===== config.mk =====
export PLATFORM = sky130hd
export DESIGN_NAME = writeback_ctrl
export DESIGN_NICKNAME = d
export VERILOG_FILES = /design/src/rtl/writeback_ctrl.sv
export SDC_FILE = /design/constraint.sdc
export NUM_CORES = 1
export LEC_CHECK = 0
export BUFFER_PORTS_ARGS = -buffer_cell sky130_fd_sc_hd__buf_2
export CORE_ASPECT_RATIO = 0.75
export CORE_UTILIZATION = 40
export CTS_CLUSTER_SIZE = 28
export DETAILED_ROUTE_END_ITERATION = 16
export PLACE_DENSITY_LB_ADDON = 0.15
export SLEW_MARGIN = 40
export SYNTH_ARGS = -nofsm -noshare
export SYNTH_HDL_FRONTEND = slang
export SYNTH_SLANG_ARGS = --single-unit

===== constraint.sdc =====
create_clock -name clk -period 2.9 [get_ports clk]
set_clock_uncertainty 0.15 [all_clocks]
set_input_delay 0.58 -clock clk [delete_from_list [all_inputs] [get_ports clk]]
set_output_delay 0.58 -clock clk [all_outputs]
set_load 0.05 [all_outputs]

===== src/rtl/writeback_ctrl.sv =====
// Writeback stage: data-memory wait FSM, load extraction, register-file write
// selection, retire counting and memory-response timeout detection.
module writeback_ctrl #(
  parameter int TIMEOUT = 64,
  parameter int CNT_W   = 32
) (
  input  logic             clk,
  input  logic             rst,
  input  logic             wb_valid,
  input  logic             wb_is_load,
  input  logic             wb_is_store,
  input  logic [2:0]       wb_funct3,
  input  logic [1:0]       wb_addr_lo,
  input  logic [4:0]       wb_rd_s,
  input  logic             wb_regf_we,
  input  logic [31:0]      wb_alu_result,
  input  logic [31:0]      d_mem_rdata,
  input  logic             d_mem_resp,
  output logic             freeze,
  output logic             rd_we,
  output logic [4:0]       rd_s,
  output logic [31:0]      rd_v,
  output logic             retire,
  output logic [CNT_W-1:0] retire_count,
  output logic             mem_timeout
);

  localparam int WCNT_W = (TIMEOUT > 0) ? $clog2(TIMEOUT + 1) : 1;
  localparam logic [WCNT_W-1:0] TIMEOUT_C = WCNT_W'(TIMEOUT);

  typedef enum logic [0:0] {
    ST_IDLE = 1'b0,
    ST_WAIT = 1'b1
  } state_e;

  state_e            state_q, state_d;
  logic [WCNT_W-1:0] wcnt_q, wcnt_d;
  logic [CNT_W-1:0]  retire_count_q, retire_count_d;
  logic              mem_timeout_q, mem_timeout_d;

  logic              mem_op_s;
  logic              commit_s;
  logic              freeze_s;
  logic [32:0]       load_res_s;
  logic              rd_we_s;

  // Returns {funct3_is_legal_load, extended_value}.
  function automatic logic [32:0] load_extract(
    input logic [2:0]  funct3,
    input logic [1:0]  addr_lo,
    input logic [31:0] word
  );
    logic [7:0]  byte_v;
    logic [15:0] half_v;
    logic [32:0] res;
    case (addr_lo)
      2'd0:    byte_v = word[7:0];
      2'd1:    byte_v = word[15:8];
      2'd2:    byte_v = word[23:16];
      default: byte_v = word[31:24];
    endcase
    half_v = addr_lo[1] ? word[31:16] : word[15:0];
    case (funct3)
      3'b000:  res = {1'b1, {24{byte_v[7]}}, byte_v};
      3'b001:  res = {1'b1, {16{half_v[15]}}, half_v};
      3'b010:  res = {1'b1, word};
      3'b100:  res = {1'b1, 24'd0, byte_v};
      3'b101:  res = {1'b1, 16'd0, half_v};
      default: res = {1'b0, 32'd0};
    endcase
    return res;
  endfunction

  // Wait FSM next state, freeze and commit decision.
  always_comb begin
    mem_op_s      = wb_valid & (wb_is_load | wb_is_store);
    state_d       = state_q;
    wcnt_d        = wcnt_q;
    freeze_s      = 1'b0;
    commit_s      = 1'b0;
    case (state_q)
      ST_IDLE: begin
        if (mem_op_s) begin
          if (d_mem_resp) begin
            commit_s = 1'b1;
          end else begin
            freeze_s = 1'b1;
            state_d  = ST_WAIT;
            wcnt_d   = '0;
          end
        end else if (wb_valid) begin
          commit_s = 1'b1;
        end else begin
          commit_s = 1'b0;
        end
      end
      ST_WAIT: begin
        if (d_mem_resp) begin
          commit_s = 1'b1;
          state_d  = ST_IDLE;
        end else begin
          freeze_s = 1'b1;
          if (wcnt_q != TIMEOUT_C) begin
            wcnt_d = wcnt_q + WCNT_W'(1);
          end else begin
            wcnt_d = wcnt_q;
          end
        end
      end
      default: begin
        state_d = ST_IDLE;
      end
    endcase
    mem_timeout_d  = mem_timeout_q | ((state_q == ST_WAIT) & (wcnt_d == TIMEOUT_C));
    // Gate with reset so an asserted rst drops freeze without waiting for an edge.
    freeze         = freeze_s & rst;
    retire         = commit_s & rst;
    retire_count_d = retire_count_q + CNT_W'(retire);
  end

  // Register-file write port selection.
  always_comb begin
    load_res_s = load_extract(wb_funct3, wb_addr_lo, d_mem_rdata);
    rd_we_s    = retire & wb_regf_we & ~wb_is_store & (wb_rd_s != 5'd0)
               & (~wb_is_load | load_res_s[32]);
    rd_we      = rd_we_s;
    if (rd_we_s) begin
      rd_s = wb_rd_s;
      rd_v = wb_is_load ? load_res_s[31:0] : wb_alu_result;
    end else begin
      rd_s = 5'd0;
      rd_v = 32'd0;
    end
  end

  // State, wait counter, retire counter and sticky timeout flag.
  always_ff @(posedge clk or negedge rst) begin
    if (!rst) begin
      state_q        <= ST_IDLE;
      wcnt_q         <= '0;
      retire_count_q <= '0;
      mem_timeout_q  <= 1'b0;
    end else begin
      state_q        <= state_d;
      wcnt_q         <= wcnt_d;
      retire_count_q <= retire_count_d;
      mem_timeout_q  <= mem_timeout_d;
    end
  end

  assign retire_count = retire_count_q;
  assign mem_timeout  = mem_timeout_q;

endmodule


* Word-level counts from Yosys, hierarchy flattened
Cells that the tools add are included.
Word-level totals: input port bits 81, word-level logic and storage cells 49, register bits 41
Cells by class: mux-type cells 18, add/subtract/negate cells 2, bitwise operators 14, reduce and logical (&&, ||, !) cells 3, eq/ne operators 8
Operator list (number):
- case mux 33 bit (5 select lines) | 1
- 2-to-1 mux 32 bit | 2
- adder 32 x 1 -> 32 bit | 1
- 2-to-1 mux 7 bit | 4
- case mux 8 bit (3 select lines) | 1
- 2-to-1 mux 16 bit | 1
- case mux 7 bit (2 select lines) | 1
- bitwise AND 1 bit | 8
- adder 7 x 1 -> 7 bit, second input constant | 1
- == test 7 bit, second input constant | 1
- != test 7 bit, second input constant | 1
- == test 3 bit, second input constant | 2
- 2-to-1 mux 1 bit | 5
- 2-to-1 mux 5 bit | 1
- nonzero test 5 bit | 1
- case mux 1 bit (2 select lines) | 2
- == test 3 x 1 -> 1 bit, second input constant | 1
- == test 3 x 2 -> 1 bit, second input constant | 1
- zero test 3 bit | 1
- inverter 1 bit | 3
- bitwise OR 1 bit | 3
- == test 2 x 1 -> 1 bit, second input constant | 1
- == test 2 bit, second input constant | 1
- zero test 2 bit | 1

* Longest topological paths before layout
Gate-level depths: netlist of run 1.
depth in word-level cells 10, mapped depth 10

* Worst setup path before layout of run 1
OpenSTA, ideal clock, no wires.
path type input to output, from in wb_is_load, to out rd_v[21], path slack -0.852 ns, cell stages on the path 6, path buffers 2, required time 2.170 ns, arrival 3.022 ns, path through clkbuf_1 > or3_1 > a21oi_2 > o211ai_2 > clkbuf_1 > a21oi_1
On the way: word-level cells in the longest chain between the ends 10, elaborated cells between the ends (all ways) 13
RTL lines:
- start: declaration | RTL line 10 | input logic wb_is_load,
- bitwise OR 1 bit | RTL line 76 | mem_op_s = wb_valid & (wb_is_load | wb_is_store);
- bitwise AND 1 bit | RTL line 76
- 2-to-1 mux 1 bit | RTL line 83 | if (mem_op_s) begin
- case mux 1 bit (2 select lines) | RTL line 81 | case (state_q)
- bitwise AND 1 bit | RTL line 117 | retire = commit_s & rst;
- net retire | RTL line 23 | output logic retire,
- bitwise AND 1 bit (3 in a row) | RTL line 124 | rd_we_s = retire & wb_regf_we & ~wb_is_store & (wb_rd_s != 5'd0)
- bitwise AND 1 bit | RTL line 125 | & (~wb_is_load | load_res_s[32]);
- 2-to-1 mux 32 bit | RTL line 127 | if (rd_we_s) begin
- end: declaration | RTL line 22 | output logic [31:0] rd_v,
The timed path passes the listed nets, and every way through them passes these cells.

* Worst setup path after layout of run 1
from in wb_addr_lo[0], to out rd_v[4]
On the way: word-level cells in the longest chain between the ends 5, elaborated cells between the ends (all ways) 7
RTL lines:
- start: declaration | RTL line 13 | input logic [1:0] wb_addr_lo,
- == test 2 bit, or another cell as far along | RTL line 56 | case (addr_lo)
- case mux 8 bit (3 select lines) (*) | RTL line 56
- case mux 33 bit (5 select lines) (*) | RTL line 63 | case (funct3)
- 2-to-1 mux 32 bit (*) | RTL line 129 | rd_v = wb_is_load ? load_res_s[31:0] : wb_alu_result;
- 2-to-1 mux 32 bit (*) | RTL line 127
Every way passes the cells marked *; elsewhere a longest branch is shown, timed or not.

==> flow_summary_export.csv, run 1 <==
group,metric,value,unit
job,cap_violations,0,
grt,track_usage,24.1,%
sta,slew_viol_final,0,
sta,hold_viol_final,0,
detailed_routing,drcViolationCount,0,
outcome,status,"complete, no violations",
floorplanning,die_x,103,um
synthesis,synth-seq-cells,41,
setup_path,cp_data_arrival_time,2.12,ns
grt,grt_antenna_before_repair,0,
sta,relSlewSlack,64.9,%
synthesis,synthFlopType,"dfrtp_1",
setup_path,cp-end-kind,"primary output",
clock_network,clk_pin_slew,0.08,ns
place,numPortBuffers,153,
clock_network,clock_sinks,41,
detailed_routing,drtPass1Iterations,6,
clock_network,cts_tree,"built",
setup_path,start_kind,"input pin",
grt,grt_start_max_net_pins,43,
setup_path,cp_data_required_time,2.17,ns
clock_network,clk_root_buffer_cell,"clkbuf_8",
grt,grt-ovfl-total,0,
final_layout,final_common_cell,"buf_2",
detailed_routing,wl_met3,811,um
setup_path,crit_chain,"buf_4, mux4_2, a222oi_1, o22ai_1, and2_4, buf_6",
grt,grt_first_pass_wirelength,15000,um
grt,first_global_vias,3055,
clock_network,htree_levels,2,
clock_network,cts_buffer_depth,2,
sta,setup_viol,0,
sta,timing.fmax,351,MHz
detailed_routing,first_iter_violations,216,
min_path,hold_class,"in -> async",
detailed_routing,postRouteAntennaNets,0,
setup_path,critPathKind,"in -> out",
detailed_routing,wl_per_cell,15.4,um
sta,period_minus_slack,2.85,ns
floorplanning,rows,27,
detailed_routing,drt_wl_total,9480,um
synthesis,netlist_area,3060,um^2
synthesis,syn_inst,346,
synthesis,async_reset_ff_share,100,%
floorplanning,start_util,41.5,%
synthesis,synth_nets,431,
floorplanning,die_h,77.7,um
setup_path,crit_cells,6,
synthesis,netlist-cell-type-count,50,
synthesis,synth_edf_count,0,
final_layout,nets,601,
power_and_ir_drop,p_leak,2.18,nW
detailed_routing,met2_length,4140,um
setup_path,cpPeakStageDelay,0.49,ns
power_and_ir_drop,power_density,382,nW/um^2
synthesis,post_synth.cell_area_avg,8.83,um^2
place,place_congestion,0.872,
place,dp.cells,608,
detailed_routing,vias_per_cell,5.26,
power_and_ir_drop,peakVddDrop,289,uV
final_layout,diodes,0,
detailed_routing,top_layer_used,"met4",
synthesis,yosysWarnings,0,
clock_network,ctsHoldBuffers,0,
place,dp_hpwl,7580,um
detailed_routing,vias,3245,
floorplanning,io_pins,154,
setup_path,crit_slowest_cell,"mux4_2",
final_layout,syn2layout_area_growth,47.8,%
setup_path,path_delay_family,"compound AO/OA/AOI/OAI gates",
sta,finalCritPeriodShare,98.2,%
detailed_routing,wl_met1,4440,um
final_layout,mostFrequentLayoutCells,"buf_2, dfrtp_1, a21oi_1",
sta,tightest_slew,0.527,ns
final_layout,drive_gt1_share,47.1,%
floorplanning,core,7360,um^2
setup_path,rr_worst_depth,9,
floorplanning,die_area,8000,um^2
setup_path,path_buf_inv,2,
setup_path,worstPathMaxFanout,4,
clock_network,cts_made_buffers,5,
final_layout,layoutNonFillerInstCount,617,
synthesis,ys_seq_area_share,33.6,%
sta,fin_setup_tns,0,ns
clock_network,insertion_delay,0.29,ns
sta,rsz0062_at_grt,"yes",
[final cells by class]
| type | instances | area, um^2 |
|---|---|---|
| clock inverter | 1 | 7.51 |
| clock buffer | 6 | 82.6 |
| fill | 690 | 2850 |
| multi-input combinational | 269 | 2140 |
| tap | 101 | 126 |
| timing repair buffer | 180 | 1060 |
| sequential | 41 | 1030 |
| inverter | 19 | 71.3 |
[logic make-up (layout without fill, tap and decap cells)]
logic type                 after synthesis  after routing  share of synthesized area [%]
adders and majority gates                4              4                           1.64
DFF                                     41             41                           33.6
xor gates and xnor gates                32             32                           9.17
muxes                                    9              9                           6.22
and+or+nand+nor                        124            124                           23.1
AOI/OAI and AO/OA                      100            100                           21.8
buffers and inverters                   36            206                           4.54
[routing by layer]
metal | track usage (%) | up-vias
met2 | 35.1 | 135
li1 | - | 1599
met3 | 5.86 | 8
met5 | 0 | -
met4 | 4.65 | 0
met1 | 36.0 | 1503
[report_power, final]
| group | internal [W] | switching (W) | total, W |
|---|---|---|---|
| clock network | 0.000188 | 0.000191 | 0.000379 |
| logic | 0.000249 | 0.000404 | 0.000653 |
| registers | 0.000625 | 0.0000672 | 0.000692 |
[state kept, by name, indices dropped and copies added (netlist names)]
register      flops
wcnt_q            7
mem_timeout       1
state_q           1
retire_count     32
[cell usage after synthesis (all sizes together), types with 7 or more instances]
master	count	area, um^2
xnor2	22	193
xor2	10	87.6
nor3	8	50.1
a222oi	7	70.1
o21a	10	75.1
and3	8	50.1
nor2b	26	163
nand2	19	71.3
mux4	8	180
clkbuf	13	48.8
nand3	10	50.1
and2	10	62.6
o22ai	7	43.8
a22oi	9	67.6
inv	19	71.3
a21oi	46	234
dfrtp	41	1030
nor2	18	67.6
[repair_timing]
action	CTS	global route
setup endpoints to repair	0	18
hold endpoints to repair	0	0
setup buffers	0	1
gates resized for setup	0	22
[worst reg2reg max path, delay by kind of cell, from the launching register on]
family	cells	cell delay, ns
and+or+nand+nor	5	1.23
adders and majority gates	1	0.22
xor gates and xnor gates	1	0.15
DFF	1	0.39
AOI/OAI and AO/OA	1	0.17
buffers and inverters	1	0.15
[per-stage QoR]
step / utilization (%) / hold slack, ns / worst slack, ns / cell area, um^2 / power [W]
after global placement: 59.2 / 0.313 / -0.0679 / 4360 / 0.00134
after detailed placement: 59.2 / 0.312 / -0.0572 / 4360 / 0.00135
final: 61.3 / 0.225 / 0.0511 / 4520 / 0.00172
after global routing: 61.3 / 0.276 / -0.0128 / 4520 / 0.00183
after floorplan: - / 0.134 / -0.399 / 3350 / 0.00112
after CTS: 60.5 / 0.245 / 0.0183 / 4450 / 0.00173
[path summary, 6_finish.rpt]
check | from | end | slack (ns)
max | wb_addr_lo[0] | rd_v[4] | 0.05
min | rst | retire_count[17] | 0.23
max reg2reg | state_q | retire_count[21] | 0.33
min reg2reg | retire_count[31] | retire_count[31] | 0.32
max in group asynchronous | rst | retire_count[9] | 2.02
min in group clk | retire_count[31] | retire_count[31] | 0.32
(Power assumes the default switching activity.)
==> inputs of run 2 (changes only) <==
==> constraint.sdc (replaced) <==
create_clock -name clk -period 3.5 [get_ports clk]
set_clock_uncertainty 0.15 [all_clocks]
set_input_delay 0.7 -clock clk [delete_from_list [all_inputs] [get_ports clk]]
set_output_delay 0.7 -clock clk [all_outputs]
set_load 0.05 [all_outputs]
==> flow_summary_export.csv, run 2 (synthesis results as in run 1) <==
group,metric,value,unit
grt,grt_antenna_before_repair,0,
final_layout,fill_cells,726,
grt,grt_start_max_net_pins,43,
setup_path,reg2reg_to,"retire_count[27]",
setup_path,rr_worst_depth,8,
sta,fin_setup_tns,0,ns
detailed_routing,vias_per_cell,5.38,
clock_network,cts_made_buffers,5,
setup_path,endpoint,"rd_v[2]",
final_layout,drive_gt1_share,41.8,%
power_and_ir_drop,p_int,0.000989,W
clock_network,clk_pin_slew,0.09,ns
final_layout,nets,582,
sta,setup_viol,0,
floorplanning,die_area,8000,um^2
floorplanning,die_h,77.7,um
sta,hold_viol_final,0,
final_layout,stdcell_area,4200,um^2
power_and_ir_drop,switching_share,35.8,%
place,dp_hpwl,7400,um
detailed_routing,drtPass1Iterations,5,
final_layout,final_common_cell,"buf_2",
sta,slew_viol_final,0,
clock_network,post-cts-setup-buffers,0,
detailed_routing,first_iter_violations,175,
clock_network,ctsHoldBuffers,0,
final_layout,diodes,0,
sta,period_minus_slack,3.31,ns
setup_path,cp-end-kind,"primary output",
setup_path,cp_data_arrival_time,2.46,ns
grt,first_global_vias,2936,
place,place_congestion,0.963,
sta,tightest_slew,0.550,ns
clock_network,clk_root_buffer_cell,"clkbuf_8",
final_layout,largest_reg_flops,32,
grt,grt_first_pass_wirelength,14700,um
sta,fin_ws,0.193,ns
power_and_ir_drop,p_switching,0.000551,W
outcome,status,"complete, no violations",
detailed_routing,drt_wl_total,9370,um
clock_network,cts_buffer_depth,2,
floorplanning,start_util,41.5,%
setup_path,crit_chain,"buf_2, nor3b_1, a21o_1, a222oi_1, o22ai_1, and2_1, buf_2",
setup_path,startpoint,"wb_addr_lo[1]",
clock_network,htree_levels,2,
clock_network,cts_resized,0,
place,pre_cts_slack,0.259,ns
final_layout,mostFrequentLayoutCells,"buf_2, dfrtp_1, a21oi_1",
setup_path,crit_slowest_cell,"a222oi_1",
setup_path,worstPathMaxFanout,16,
power_and_ir_drop,p_seq_share,37.4,%
power_and_ir_drop,peakVddDrop,266,uV
sta,timing.fmax,302,MHz
setup_path,crit_path_frequent_cell,"buf_2",
final_layout,syn2layout_area_growth,37.5,%
sta,hold_ws,0.319,ns
floorplanning,die_x,103,um
sta,finalCritPeriodShare,94.5,%
detailed_routing,postRouteAntennaNets,0,
clock_network,cts_tree,"built",
grt,track_usage,24.1,%
sta,rsz0062_at_grt,"no",
setup_path,rr_startpoint,"state_q",
setup_path,start_kind,"input pin",
floorplanning,rows,27,
sta,relSlewSlack,63.4,%
detailed_routing,vias,3225,
place,numPortBuffers,153,
clock_network,clock_sinks,41,
min_path,hold_class,"reg -> reg",
setup_path,critPathKind,"in -> out",
power_and_ir_drop,power_density,366,nW/um^2
power_and_ir_drop,clkPwrFrac,30.0,%
power_and_ir_drop,pwr-share-comb,32.6,%
detailed_routing,drcViolationCount,0,
floorplanning,io_pins,154,
power_and_ir_drop,p_leak,2.08,nW
min_path,min_path_cells,1,
detailed_routing,wl_per_cell,15.6,um
place,place_area,4070,um^2
floorplanning,core,7360,um^2
setup_path,cp_data_required_time,2.65,ns
grt,grt-ovfl-total,0,
job,cap_violations,0,
clock_network,insertion_delay,0.29,ns
setup_path,cpPeakStageDelay,0.57,ns
setup_path,ff2ff_setup_slack,0.55,ns
## run 2: cell types whose count changed in the layout (fill, tap and decap cells not counted), moves of 4 or more
cell / before / now
buf_4: 24 / 8
clkbuf_4: 8 / 0
a21oi_2: 3 / 10
nor3_1: 2 / 6
buf_2: 141 / 153
and2_4: 9 / 0
a21oi_4: 10 / 1
and2_1: 1 / 10
nor3_2: 6 / 2
## run 2: final cells by class
type                            count  area, um^2  area share, %
Sequential cell                    41        1030           24.4
Clock buffer                        5        68.8           1.64
Clock inverter                      3        68.8           1.64
Timing Repair Buffer              161         826           19.6
Tap cell                          101         126           3.01
Multi-Input combinational cell    269        2020           48.0
Inverter                           19        71.3           1.70
## run 2: critical path: cells and delay by family
kind | cells | cell delay [ns]
AND/OR/NAND/NOR | 2 | 0.26
AO/OA/AOI/OAI | 3 | 1.04
buffers and inverters | 2 | 0.45
## run 2: worst min-delay path by stage
stage                                start          endpoint  slack [ns]
after floorplan                        rst       mem_timeout        0.25
after global placement    retire_count[31]  retire_count[31]        0.30
after detailed placement  retire_count[31]  retire_count[31]        0.31
after CTS                 retire_count[31]  retire_count[31]        0.32
after global routing      retire_count[31]  retire_count[31]        0.35
final                     retire_count[31]  retire_count[31]        0.32
## run 2: stage by stage
stage                     total power (W)  utilization (%)  instances
after floorplan                  0.000921                -        346
after global placement            0.00107             55.2        591
after detailed placement          0.00109             55.2        591
after CTS                         0.00155             57.1        599
after global routing              0.00163             57.1        599
final                             0.00154             57.1        599
## run 2: routing by layer
layer | wire length [um] | share of wire [%] | GRT usage [%] | vias up
met5 | 0 | 0 | 0 | -
met4 | 98 | 1.0 | 4.79 | 0
met3 | 901 | 9.6 | 6.49 | 9
met2 | 3850 | 41 | 33.1 | 160
met1 | 4520 | 48 | 37.2 | 1497
li1 | - | - | - | 1559
## run 2: power groups by stage
stage                     registers (W)  logic [W]  clock network (W)
after floorplan                0.000675   0.000247                  0
after global placement         0.000583   0.000491                  0
after detailed placement       0.000586   0.000500                  0
after CTS                      0.000577   0.000501           0.000470
after global routing           0.000586   0.000547           0.000495
final                          0.000576   0.000502           0.000462
==> inputs of run 3 (changes only) <==
--- a/config.mk
+++ b/config.mk
@@ -6,7 +6,6 @@
 export NUM_CORES = 1
 export LEC_CHECK = 0
 export BUFFER_PORTS_ARGS = -buffer_cell sky130_fd_sc_hd__buf_2
-export CORE_ASPECT_RATIO = 0.75
 export CORE_UTILIZATION = 40
 export CTS_CLUSTER_SIZE = 28
 export DETAILED_ROUTE_END_ITERATION = 16
==> flow_summary_export.csv, run 3 (synthesis results as in run 1) <==
group,metric,value,unit
grt,grt-ovfl-total,0,
floorplanning,start_util,41.7,%
setup_path,worstPathMaxFanout,19,
floorplanning,io_pins,154,
final_layout,mostFrequentLayoutCells,"buf_2, dfrtp_1, a21oi_1",
sta,relSlewSlack,62.6,%
floorplanning,rows,31,
sta,hold_ws,0.323,ns
sta,tightest_slew,0.561,ns
sta,hold_viol_final,0,
setup_path,crit_chain,"buf_2, or4_1, o211ai_2, clkinvlp_4, and2_1, buf_2",
place,place_area,4090,um^2
grt,grt_antenna_before_repair,1,
sta,timing.fmax,295,MHz
final_layout,fin_util,57.1,%
power_and_ir_drop,peakVddDrop,417,uV
setup_path,path_delay_family,"simple AND/OR/NAND/NOR gates",
clock_network,cts_made_buffers,5,
floorplanning,die_area,8000,um^2
detailed_routing,drtPass1Iterations,5,
setup_path,start_kind,"input pin",
final_layout,nets,585,
sta,fin_setup_tns,0,ns
floorplanning,core,7330,um^2
place,numPortBuffers,153,
detailed_routing,drt_wl_total,9600,um
grt,first_global_vias,2961,
floorplanning,die_x,89.4,um
setup_path,crit_path_frequent_cell,"buf_2",
detailed_routing,drcViolationCount,0,
setup_path,cp-end-kind,"primary output",
setup_path,path_buf_inv,3,
setup_path,critPathKind,"in -> out",
clock_network,clk_pin_slew,0.08,ns
setup_path,crit_slowest_cell,"or4_1",
clock_network,clock_sinks,41,
final_layout,stdcell_area,4190,um^2
final_layout,largest_reg_flops,32,
sta,finalCritPeriodShare,97.0,%
clock_network,insertion_delay,0.29,ns
sta,setup_viol,0,
clock_network,post-cts-setup-buffers,0,
place,dp_hpwl,7500,um
power_and_ir_drop,power_density,338,nW/um^2
final_layout,drive_gt1_share,42.3,%
min_path,hold_class,"reg -> reg",
setup_path,crit_cells,6,
sta,slew_viol_final,0,
detailed_routing,vias_per_cell,5.41,
detailed_routing,wl_per_cell,16.0,um
place,place_congestion,0.832,
setup_path,cp_data_required_time,2.65,ns
detailed_routing,postRouteAntennaNets,0,
outcome,status,"complete, no violations",
job,cap_violations,0,
setup_path,cp_data_arrival_time,2.54,ns
grt,grt_first_pass_wirelength,14600,um
grt,grt_start_max_net_pins,43,
setup_path,rr_worst_depth,8,
clock_network,cts_buffer_depth,2,
sta,period_minus_slack,3.39,ns
min_path,min_path_cells,1,
clock_network,htree_levels,2,
detailed_routing,first_iter_violations,180,
power_and_ir_drop,p_leak,2.07,nW
clock_network,cts_tree,"built",
final_layout,syn2layout_area_growth,37.0,%
detailed_routing,vias,3253,
sta,rsz0062_at_grt,"no",
clock_network,clk_root_buffer_cell,"clkbuf_8",
setup_path,cpPeakStageDelay,0.54,ns
final_layout,final_common_cell,"buf_2",
floorplanning,die_h,89.4,um
grt,track_usage,24.1,%
==> run 3: changes by cell type in the layout (fill, tap and decap cells not counted), sizes merged <==
cell	delta
inv	-2
clkinv	+2
buf	+3
diode	+1
clkbuf	+1
bufinv	-2
clkinvlp	+1
==> run 3: final cells by class <==
type,count,area (um^2)
well taps,99,124
fillers,690,3140
inverters,19,75.1
flip-flops and latches,41,1030
repair buffers,164,848
diodes,1,2.50
clock inverters,2,13.8
clock buffers,6,82.6
multi-input cells,269,2020
==> run 3: per-stage QoR <==
| step | instances | setup slack (ns) | total power (W) |
|---|---|---|---|
| finish | 601 | 0.106 | 0.00141 |
| global route | 600 | 0.0457 | 0.00149 |
| CTS | 600 | 0.0829 | 0.00142 |
| detailed placement | 592 | 0.0840 | 0.00109 |
| global placement | 592 | 0.123 | 0.00108 |
| floorplan | 346 | -0.0431 | 0.000921 |
==> run 3: path summary, 6_finish.rpt <==
path,slack [ns],from,to
hold reg to reg,0.32,retire_count[31],retire_count[31]
hold / removal,0.32,retire_count[31],retire_count[31]
setup / recovery,0.11,wb_rd_s[0],rd_s[1]
setup reg to reg,0.76,state_q,retire_count[27]
max in group asynchronous,2.47,rst,wcnt_q[4]
min in group asynchronous,0.36,rst,retire_count[23]
==> run 3: what timing repair did <==
| action | 4_1_cts | 5_1_grt |
|---|---|---|
| setup endpoints to repair | 0 | 9 |
| resized for setup | 0 | 1 |
| hold endpoints to repair | 0 | 0 |
| hold buffers | 0 | 0 |
==> run 3: layer usage <==
layer / GRT usage (%) / vias to the layer above / share of wire (%)
met5: 0 / - / 0
met4: 6.78 / 0 / 1.3
met3: 5.72 / 16 / 7.0
met2: 40.5 / 130 / 48
met1: 31.1 / 1537 / 43
li1: - / 1570 / -
==> run 3: power by group <==
part / switching, W / internal, W
sequential: 0.0000568 / 0.000518
combinational: 0.000321 / 0.000189
clock: 0.000170 / 0.000160
total: 0.000548 / 0.000866
